### src/rtl/divide_int16_int32_seq.sv
// Iterative signed fixed-point divider, restoring radix-2, one quotient bit per cycle.
// Joins a dividend and a divisor beat; returns a Q(DIVIDEND_WIDTH).(FRAC_BITS) quotient.
module divide_int16_int32_seq #(
  parameter int DIVIDEND_WIDTH = 16,
  parameter int DIVISOR_WIDTH  = 32,
  parameter int FRAC_BITS      = 32
) (
  input  logic                                    aclk,
  input  logic                                    aresetn,
  input  logic                                    clear,
  input  logic [DIVIDEND_WIDTH-1:0]               s_axis_dividend_tdata,
  input  logic                                    s_axis_dividend_tlast,
  input  logic                                    s_axis_dividend_tvalid,
  output logic                                    s_axis_dividend_tready,
  input  logic [DIVISOR_WIDTH-1:0]                s_axis_divisor_tdata,
  input  logic                                    s_axis_divisor_tlast,
  input  logic                                    s_axis_divisor_tvalid,
  output logic                                    s_axis_divisor_tready,
  output logic [DIVIDEND_WIDTH+FRAC_BITS-1:0]     m_axis_dout_tdata,
  output logic                                    m_axis_dout_tuser,
  output logic                                    m_axis_dout_tlast,
  output logic                                    m_axis_dout_tvalid,
  input  logic                                    m_axis_dout_tready
);

  localparam int OUT_WIDTH = DIVIDEND_WIDTH + FRAC_BITS;
  localparam int ITER      = OUT_WIDTH;
  localparam int CW        = $clog2(ITER + 1);
  localparam int RW        = DIVISOR_WIDTH + 1;

  localparam logic [OUT_WIDTH-1:0] MAX_POS = {1'b0, {(OUT_WIDTH-1){1'b1}}};
  localparam logic [OUT_WIDTH-1:0] MIN_NEG = {1'b1, {(OUT_WIDTH-1){1'b0}}};

  typedef enum logic [1:0] {
    S_IDLE,
    S_DIV,
    S_FIX,
    S_OUT
  } state_t;

  state_t state;
  state_t state_nxt;

  logic [OUT_WIDTH-1:0]      num;
  logic [DIVISOR_WIDTH-1:0]  den;
  logic [RW-1:0]             rem;
  logic [OUT_WIDTH-1:0]      quo;
  logic [CW-1:0]             cnt;
  logic                      neg;
  logic                      zf;
  logic                      zneg;
  logic                      last;

  logic                      join_ok;
  logic                      dvd_neg;
  logic                      dvs_neg;
  logic [DIVIDEND_WIDTH-1:0] dvd_mag;
  logic [DIVISOR_WIDTH-1:0]  dvs_mag;
  logic [RW:0]               rem_sh;
  logic [RW:0]               diff;
  logic                      ge;
  logic [RW-1:0]             rem_nxt;
  logic                      div_done;
  logic [OUT_WIDTH-1:0]      fix_data;

  // A lone valid is never consumed; both beats go on the same edge.
  assign join_ok = aresetn && !clear && (state == S_IDLE)
                   && s_axis_dividend_tvalid && s_axis_divisor_tvalid;
  assign s_axis_dividend_tready = join_ok;
  assign s_axis_divisor_tready  = join_ok;

  assign dvd_neg = s_axis_dividend_tdata[DIVIDEND_WIDTH-1];
  assign dvs_neg = s_axis_divisor_tdata[DIVISOR_WIDTH-1];
  assign dvd_mag = dvd_neg ? -s_axis_dividend_tdata : s_axis_dividend_tdata;
  assign dvs_mag = dvs_neg ? -s_axis_divisor_tdata : s_axis_divisor_tdata;

  // Single subtractor: the borrow out of diff decides the quotient bit.
  assign rem_sh   = {rem, num[OUT_WIDTH-1]};
  assign diff     = rem_sh - {2'b00, den};
  assign ge       = !diff[RW];
  assign rem_nxt  = ge ? diff[RW-1:0] : rem_sh[RW-1:0];
  assign div_done = (cnt == CW'(ITER - 1));

  always_comb begin
    fix_data = neg ? -quo : quo;
    if (zf) begin
      fix_data = zneg ? MIN_NEG : MAX_POS;
    end else if ((quo == MIN_NEG) && !neg) begin
      fix_data = MAX_POS;
    end
  end

  always_comb begin
    state_nxt = state;
    unique case (state)
      S_IDLE:  if (join_ok) state_nxt = S_DIV;
      S_DIV:   if (div_done) state_nxt = S_FIX;
      S_FIX:   state_nxt = S_OUT;
      S_OUT:   if (m_axis_dout_tready) state_nxt = S_IDLE;
      default: state_nxt = S_IDLE;
    endcase
  end

  always_ff @(posedge aclk or negedge aresetn) begin
    if (!aresetn) begin
      state <= S_IDLE;
    end else if (clear) begin
      state <= S_IDLE;
    end else begin
      state <= state_nxt;
    end
  end

  always_ff @(posedge aclk or negedge aresetn) begin
    if (!aresetn) begin
      num                <= '0;
      den                <= '0;
      rem                <= '0;
      quo                <= '0;
      cnt                <= '0;
      neg                <= 1'b0;
      zf                 <= 1'b0;
      zneg               <= 1'b0;
      last               <= 1'b0;
      m_axis_dout_tdata  <= '0;
      m_axis_dout_tuser  <= 1'b0;
      m_axis_dout_tlast  <= 1'b0;
      m_axis_dout_tvalid <= 1'b0;
    end else if (clear) begin
      num                <= '0;
      den                <= '0;
      rem                <= '0;
      quo                <= '0;
      cnt                <= '0;
      neg                <= 1'b0;
      zf                 <= 1'b0;
      zneg               <= 1'b0;
      last               <= 1'b0;
      m_axis_dout_tdata  <= '0;
      m_axis_dout_tuser  <= 1'b0;
      m_axis_dout_tlast  <= 1'b0;
      m_axis_dout_tvalid <= 1'b0;
    end else begin
      unique case (state)
        S_IDLE: begin
          if (join_ok) begin
            num  <= {dvd_mag, {FRAC_BITS{1'b0}}};
            den  <= dvs_mag;
            neg  <= dvd_neg ^ dvs_neg;
            zf   <= (s_axis_divisor_tdata == '0);
            zneg <= dvd_neg;
            last <= s_axis_dividend_tlast | s_axis_divisor_tlast;
            rem  <= '0;
            quo  <= '0;
            cnt  <= '0;
          end
        end
        S_DIV: begin
          num <= num << 1;
          rem <= rem_nxt;
          quo <= {quo[OUT_WIDTH-2:0], ge};
          cnt <= cnt + CW'(1);
        end
        S_FIX: begin
          m_axis_dout_tdata  <= fix_data;
          m_axis_dout_tuser  <= zf;
          m_axis_dout_tlast  <= last;
          m_axis_dout_tvalid <= 1'b1;
        end
        S_OUT: begin
          if (m_axis_dout_tready) m_axis_dout_tvalid <= 1'b0;
        end
        default: begin
          m_axis_dout_tvalid <= 1'b0;
        end
      endcase
    end
  end

endmodule

### config.mk
export PLATFORM = sky130hd
export DESIGN_NAME = divide_int16_int32_seq
export DESIGN_NICKNAME = d
export VERILOG_FILES = /design/src/rtl/divide_int16_int32_seq.sv
export SDC_FILE = /design/constraint.sdc
export NUM_CORES = 1
export LEC_CHECK = 0
export ABC_CLOCK_PERIOD_IN_PS = 6200
export BUFFER_PORTS_ARGS = -buffer_cell sky130_fd_sc_hd__clkbuf_2
export CORE_MARGIN = 1
export CORE_UTILIZATION = 56
export CTS_CLUSTER_DIAMETER = 50
export DETAILED_ROUTE_END_ITERATION = 12
export GPL_ROUTABILITY_DRIVEN = 0
export HOLD_SLACK_MARGIN = 0.06
export PLACE_DENSITY = 0.85
export SLEW_MARGIN = 5
export SYNTH_ARGS = -nofsm -noshare
export SYNTH_HDL_FRONTEND = slang
export SYNTH_SLANG_ARGS = --single-unit
### constraint.sdc
create_clock -name aclk -period 6.2 [get_ports aclk]
set_input_delay 0.93 -clock aclk [delete_from_list [all_inputs] [get_ports aclk]]
set_output_delay 0.93 -clock aclk [all_outputs]
set_load 0.01 [all_outputs]
==> results.md, run 1 <==
- Number of nets with antenna violations after routing: 0
- Placeable core region: 20300 um2
- Insertion delay to the later sink of the worst-skew pair: about 450 ps
- Routed length per placed instance: 16.5 um
- Input/output buffers: 108
- Clock skew: roughly 14 ps
- Setup-failing EPs final: 0
- Proportion of synthesized chip area in sequential cells: 41.2%
- Worst min-delay path category: in2async
- Vert. Die Dim: 146 um
- Count of flip-flops with a built-in enable after synthesis: 0
- Overall routed net length: 27100 um
- Net Count, Synth: 1395
- Vias in the first global route: approximately 9500
- Number of maximum-capacitance violations: 0
- Unrepaired setup endpoints after global routing: no
- Pwr/cell area: 414 nW/um2
- Flip-flop and latch count after synthesis: 192
- Number of vias per cell: 6.11
- Post-Syn Area per Cell: ~9 um2
- Post-layout min period: 4160 ps
- Synthesis-to-layout area growth: 11.0%
- Chip width: 146 um
- Maximum level of the CTS H-tree: 4
- Final core utilization: between 60% and 70%
- Largest net degree at the start of global routing: 72
- Initial standard-cell utilization of the core: 57.5%
- Antenna diodes: 0
- Mux contribution to synthesized area: 2.23%
- Clock transition at path regs: ~80 ps
- Crit path launch type: input pin
- Most frequent cell after synthesis: dfrtp_1
- Synth Area in Simple Gates: 14.5%
- Classification of the worst setup path: in2reg
- Yosys warning total: 0
- DRC violation total after the first TritonRoute iteration: 665
- Area share of xor/xnor cells in the synthesized design: about 8%
- Placement Cell Area: 12300 um2
- Count of different cell masters after synthesis: 70
- Adder-cell share of the synthesized area: 4.57%
- Vias after detailed routing: 10000
- Endpoint kind of the worst setup timing path: flop
- Number of cells produced by synthesis: 1297
- Most frequent cells after synthesis: dfrtp_1 (192), nand2_1 (133), o21ai_0 (122), a21oi_1 (107), xor2_1 (88)
- Maximum number of buffers from clock root to sink: 2
- Slew headroom: 32.8%
- Final layout net count: 1457
- Clk sink count: 192
- Drt first pass iters: 6
- Final routed DRC violation total: 0
- Wire length of the first global-routing pass: roughly 45000 um
- Data required, critical path: approximately 6500 ps
- Cell types occupying the most area after synthesis: dfrtp_1 (41%), xor2_1 (6.6%), o21ai_0 (5.2%)
- Synth Area in Compound Gates: 25.1%
- Most used DFF post-synth: dfrtp_1
- Storage cell area: 4800 um2
- Outcome: finished, final reports clean
- Combined area of the multi-input logic cells: approximately 6400 um2
- Top-area cell type share of the netlist area: 41.2%
- TritonCTS clock tree: built
- Number of placement rows: 52
- Post-route standard cell area excluding fillers: 12900 um2
- Final Worst Setup Slack: 2040 ps
- I/O pin cnt: 109
- Detailed placer's ending HPWL: between 15000 and 20000 um
- Largest driver fanout on the critical path: 59
- Peak VDD IR: 314 uV
- Overall die area: about 21000 um2
- Filler cells: 1652
- Remaining global-route overflow: 0
- TritonCTS Buffers: 17
- Netlist area before placement: 11700 um2
- FMAX: 241 MHz
- Largest family of logic cells by synthesized area: compound AO/OA/AOI/OAI gates
- Setup TNS: 0 ps
- Slew of the pin with the lowest slew margin: about 1000 ps
- Data arrival time of the worst path: around 4500 ps
- Pre-CTS WS: about 1600 ps
- Library cell with the largest summed area after synthesis: dfrtp_1
- Total GRT Usage: between 20% and 30%
- Leakage: between 0.006 and 0.007 uW
- Fin. max-slew vios: 0
- Number of endpoints with negative hold slack in the final report: 0
- Post-cts hold buffer count: 0
- Async set-or-reset flop fraction in the synthesized netlist: 100%
- Count of instances resized after the clock tree is built: 0
- Antenna violations before repair: 0
- Layout cell share with drive strength beyond 1: 13.0%
- Clock Tree Root: clkbuf_16
- Number of post-CTS setup repair buffers: 0
- Portion of the clock cycle consumed by the worst path in the final layout: 67.1%
path summary, 6_finish.rpt:
| kind | startpoint | to | slack, ps | cells after the start |
|---|---|---|---|---|
| min reg2reg | m_axis_dout_tdata[5] | m_axis_dout_tdata[5] | 480 | 1 |
| max reg2reg | state[0] | rem[26] | 2060 | 10 |
| max in group asynchronous | aresetn | rem[22] | 4380 | 2 |
| max | aresetn | rem[26] | 2040 | 9 |
| min in group aclk | m_axis_dout_tdata[5] | m_axis_dout_tdata[5] | 480 | 1 |
| min | aresetn | rem[31] | 450 | 1 |
per-stage QoR:
stage          std cells  total power, uW  hold slack, ps
2_1_floorplan       1297             3640             443
3_3_place_gp        1610             4100             457
3_5_place_dp        1610             4180             465
4_1_cts             1642             5320             459
5_1_grt             1642             5690             485
6_report            1642             5360             449
flip-flops by register name, summed over array words and instances, names as in the netlist, 2 cells and up:
signal             cells
cnt                    6
m_axis_dout_tdata     48
quo                   48
rem                   33
num                   16
state                  2
den                   32
cells by family after synthesis:
logic type,after synthesis
xor+xnor,105
compound gates,448
fa+ha+maj,42
simple gates,353
mux,26
buf+inv,131
flops,192
worst max-delay path: stages:
cell and delay, ps:
clkbuf_8 280, nand2_1 130, or3_1 100, buf_4 420, clkinv_1 620, nor2_1 510, a21o_1 860, nor2_1 230
a221o_1 350
layout by cell type, fill, tap and decap left out, types with 8 or more instances in the layout:
cell       count
a21o_1        50
a21oi_1      106
a22o_1        48
buf_4         11
clkbuf_16     17
clkbuf_2     107
dfrtp_1      192
ha_1          41
inv_1         53
mux2i_1       26
nand2_1      133
nand3_1       45
nor2_1        66
nor3_1        16
nor4_1        17
o211ai_1      12
o21ai_0      122
o21ai_1        8
o31ai_1       31
o41ai_1       12
or3_1         12
or4_1          9
xnor2_1       17
xor2_1        88
report_power, final:
group	internal, uW	leakage [uW]	switching [uW]
Combinational	1040	0.00345	1800
Clock	563	0.000299	560
Sequential	1330	0.00267	71.2
Total	2930	0.00642	2430
final cells by class:
| class | instances | area share (%) |
|---|---|---|
| Sequential cell | 192 | 37.1 |
| Clock inverter | 14 | 1.35 |
| Timing Repair Buffer | 119 | 4.88 |
| Inverter | 55 | 1.59 |
| Clock buffer | 18 | 3.39 |
| Tap cell | 270 | 2.61 |
| Multi-Input combinational cell | 974 | 49.1 |
per-layer routing:
layer	part of all wire (%)	track usage [%]
met2	48	42.9
met3	5.2	3.47
met1	44	34.5
met4	2.4	9.79
met5	0	0
Note: power is estimated with default switching activity, not from simulation.
==> inputs of run 2 (changes only) <==
--- a/config.mk
+++ b/config.mk
@@ -5,15 +5,15 @@
 export SDC_FILE = /design/constraint.sdc
 export NUM_CORES = 1
 export LEC_CHECK = 0
-export ABC_CLOCK_PERIOD_IN_PS = 6200
+export ABC_CLOCK_PERIOD_IN_PS = 3500
 export BUFFER_PORTS_ARGS = -buffer_cell sky130_fd_sc_hd__clkbuf_2
 export CORE_MARGIN = 1
-export CORE_UTILIZATION = 56
+export CORE_UTILIZATION = 55
 export CTS_CLUSTER_DIAMETER = 50
 export DETAILED_ROUTE_END_ITERATION = 12
 export GPL_ROUTABILITY_DRIVEN = 0
 export HOLD_SLACK_MARGIN = 0.06
-export PLACE_DENSITY = 0.85
+export PLACE_DENSITY = 0.87
 export SLEW_MARGIN = 5
 export SYNTH_ARGS = -nofsm -noshare
 export SYNTH_HDL_FRONTEND = slang
==> constraint.sdc (replaced) <==
create_clock -name aclk -period 3.5 [get_ports aclk]
set_input_delay 0.525 -clock aclk [delete_from_list [all_inputs] [get_ports aclk]]
set_output_delay 0.525 -clock aclk [all_outputs]
set_load 0.01 [all_outputs]
==> run 2 against run 1 <==
Compared with the run above: sequential power up 77%; design area up 0.99%; first-iteration DRC count up 26%; combinational power up 79%; largest power group unchanged; die area up 1.8%; sequential cell count unchanged; largest cell class unchanged; hold slack worse by 240 ps; cell count up 0.61%.
==> results.md, run 2 (synthesis results as in run 1) <==
- Detailed placer's ending HPWL: 19000 um (+1.6%)
- Maximum level of the CTS H-tree: 4 (unchanged)
- Data required, critical path: 3870 ps (-2650 ps)
- Peak VDD IR: 800 uV (+150%)
- Maximum number of buffers from clock root to sink: 2 (unchanged)
- Endpoint kind of the worst setup timing path: flop
- Vias after detailed routing: 10100 (+0.88%)
- Classification of the worst setup path: reg2reg
- DRC violation total after the first TritonRoute iteration: 841 (+26%)
- Reg-to-Reg End: rem[26]
- Final layout net count: 1467 (+0.69%)
- Final Worst Setup Slack: 205 ps (-1840 ps)
- Outcome: finished, final reports clean
- Commonest non-fill, non-tap cell in the layout: dfrtp_1
- I/O pin cnt: 109 (unchanged)
- Antenna violations before repair: 0 (unchanged)
- Pre-CTS WS: 182 ps (-1430 ps)
- Switching power share of the total: 42.8% (-2.5 points)
- First element of the critical path: den[1]
- Placement Cell Area: 12400 um2 (+0.81%)
- Remaining global-route overflow: 0 (unchanged)
- Clock Tree Root: clkbuf_16
- Number of vias per cell: 6.13 (+0.27%)
- Fin. max-slew vios: 0 (unchanged)
- Worst min-delay path category: in2async
- Placeable core region: 20500 um2 (+0.96%)
- Number of maximum-capacitance violations: 0 (unchanged)
- Crit Reg-Reg Startpoint: den[1]
- Slew headroom: 33.7% (+0.92 points)
- Data arrival time of the worst path: 3660 ps (-820 ps)
- Drt first pass iters: 5 (-1)
- Portion of the clock cycle consumed by the worst path in the final layout: 94.1%
- Relative contribution of combinational cells to total power: 52.8% (about the same)
- FMAX: slightly above 300 MHz
- Antenna diodes: 0 (unchanged)
- Sequential group share of total power: 25.9% (-0.3 points)
- Pwr/cell area: 735 nW/um2 (+77%)
- TritonCTS clock tree: built
- Commonest cells after routing, fill and taps aside: dfrtp_1 (192), nand2_1 (133), o21ai_0 (121)
- Vert. Die Dim: 148 um (+0.89%)
- Clk network pwr share: 21.3% (+0.4 points)
- Vias in the first global route: 9543 (+0.68%)
- Wire length of the first global-routing pass: 46400 um (+2.2%)
- Chip width: 148 um (+0.89%)
- Insertion delay to the later sink of the worst-skew pair: 440 ps (about the same)
- Total GRT Usage: 26.2% (+0.34 points)
- Crit path launch type: flop
- Overall die area: 21800 um2 (+1.8%)
- Largest driver fanout on the critical path: 16 (-73%)
- Worst Reg2Reg Path Length in Cells: 11 (+1)
- Layout cell share with drive strength beyond 1: 14.0% (+0.92 points)
- Slew of the pin with the lowest slew margin: 995 ps (-13.8 ps)
- Overall routed net length: 27500 um (+1.5%)
- Unrepaired setup endpoints after global routing: no
- TritonCTS Buffers: 17 (unchanged)
- Post-layout min period: 3290 ps
- Leakage: 0.00649 uW (+1.0%)
- Number of placement rows: 52 (unchanged)
- Net switching power: 4110 uW (+69%)
- Largest net degree at the start of global routing: 152 (+110%)
- Number of endpoints with negative hold slack in the final report: 0 (unchanged)
- Input/output buffers: 108 (unchanged)
- Setup-failing EPs final: 0 (unchanged)
- Number of post-CTS setup repair buffers: 0 (unchanged)
- Registers with the most flip-flops: m_axis_dout_tdata x48, quo x48, rem x33
- Final core utilization: 63.8% (about the same)
- Synthesis-to-layout area growth: 12.1%
- Setup slack of the worst register-to-register path: 210 ps (-1850 ps)
- Clk sink count: 192 (unchanged)
- Final routed DRC violation total: 0 (unchanged)
- Clock transition at path regs: 70 ps (about the same)
- Number of nets with antenna violations after routing: 0 (unchanged)
- Initial standard-cell utilization of the core: 56.9% (-0.55 points)
- Clock skew: 9.36 ps (-4.77 ps)
- Post-route standard cell area excluding fillers: 13100 um2 (+0.99%)
- Cell-internal power: 5500 uW (+87%)
- Routed length per placed instance: 16.7 um (+0.92%)
- Setup TNS: 0 ps (unchanged)
[run 2: changes by cell type in the layout (fill, tap and decap cells not counted), sizes merged]
cell      delta
buf         +10
inv          -4
bufinv       +3
clkinv       -2
clkinvlp     +2
clkbuf       +1
[run 2: how the worst max path moves through the flow]
stage | to
after floorplan | rem[22]
after global placement | rem[22]
after detailed placement | rem[22]
after CTS | rem[26]
after global routing | cnt[4]
final | rem[26]
[run 2: through the flow]
| stage | cells | power, uW | hold slack, ps |
|---|---|---|---|
| floorplan | 1297 | 6450 | 229 |
| detailed placement | 1620 | 7390 | 465 |
| CTS | 1652 | 9480 | 213 |
| global placement | 1620 | 7270 | 458 |
| finish | 1652 | 9610 | 205 |
| global route | 1652 | 10200 | 246 |
[run 2: worst max-delay path: stages, from the launching register on]
cell and delay [ps]:
dfrtp_1 390, inv_1 70, ha_1 260, nor2b_1 180, o2111ai_1 250, a2111oi_2 470, nor3_2 90, nor2_2 260
o21ai_2 210, or2_2 510, nor4_1 370, a221o_1 170
[run 2: per-layer routing]
metal / vias up / routed length, um / part of all wire [%] / track usage (%)
met5: - / 0 / 0 / 0
met4: 0 / 564 / 2.0 / 9.64
met3: 51 / 1400 / 5.1 / 3.36
met2: 352 / 12900 / 47 / 42.3
met1: 4886 / 12600 / 46 / 36.1
li1: 4831 / - / - / -
[run 2: power by group through the flow]
stage	clock network (uW)	registers [uW]	logic, uW
final	2050	2480	5080
after global routing	2140	2500	5520
after CTS	2070	2480	4930
after detailed placement	0	2520	4870
after global placement	0	2510	4760
after floorplan	0	2480	3970
[run 2: cell type report]
cell class                 instances  area (um2)
clock inverter                    13         174
clock buffer                      19         443
sequential                       192        4800
fill                            1633        7420
inverter                          55         206
tap                              270         338
multi-input combinational        974        6370
timing repair buffer             129         736
[run 2: repair_timing]
| action | in CTS | in global routing |
|---|---|---|
| endpoints found under the setup margin | 0 | 18 |
| hold buffers | 0 | 0 |
| gates resized for setup | 0 | 7 |
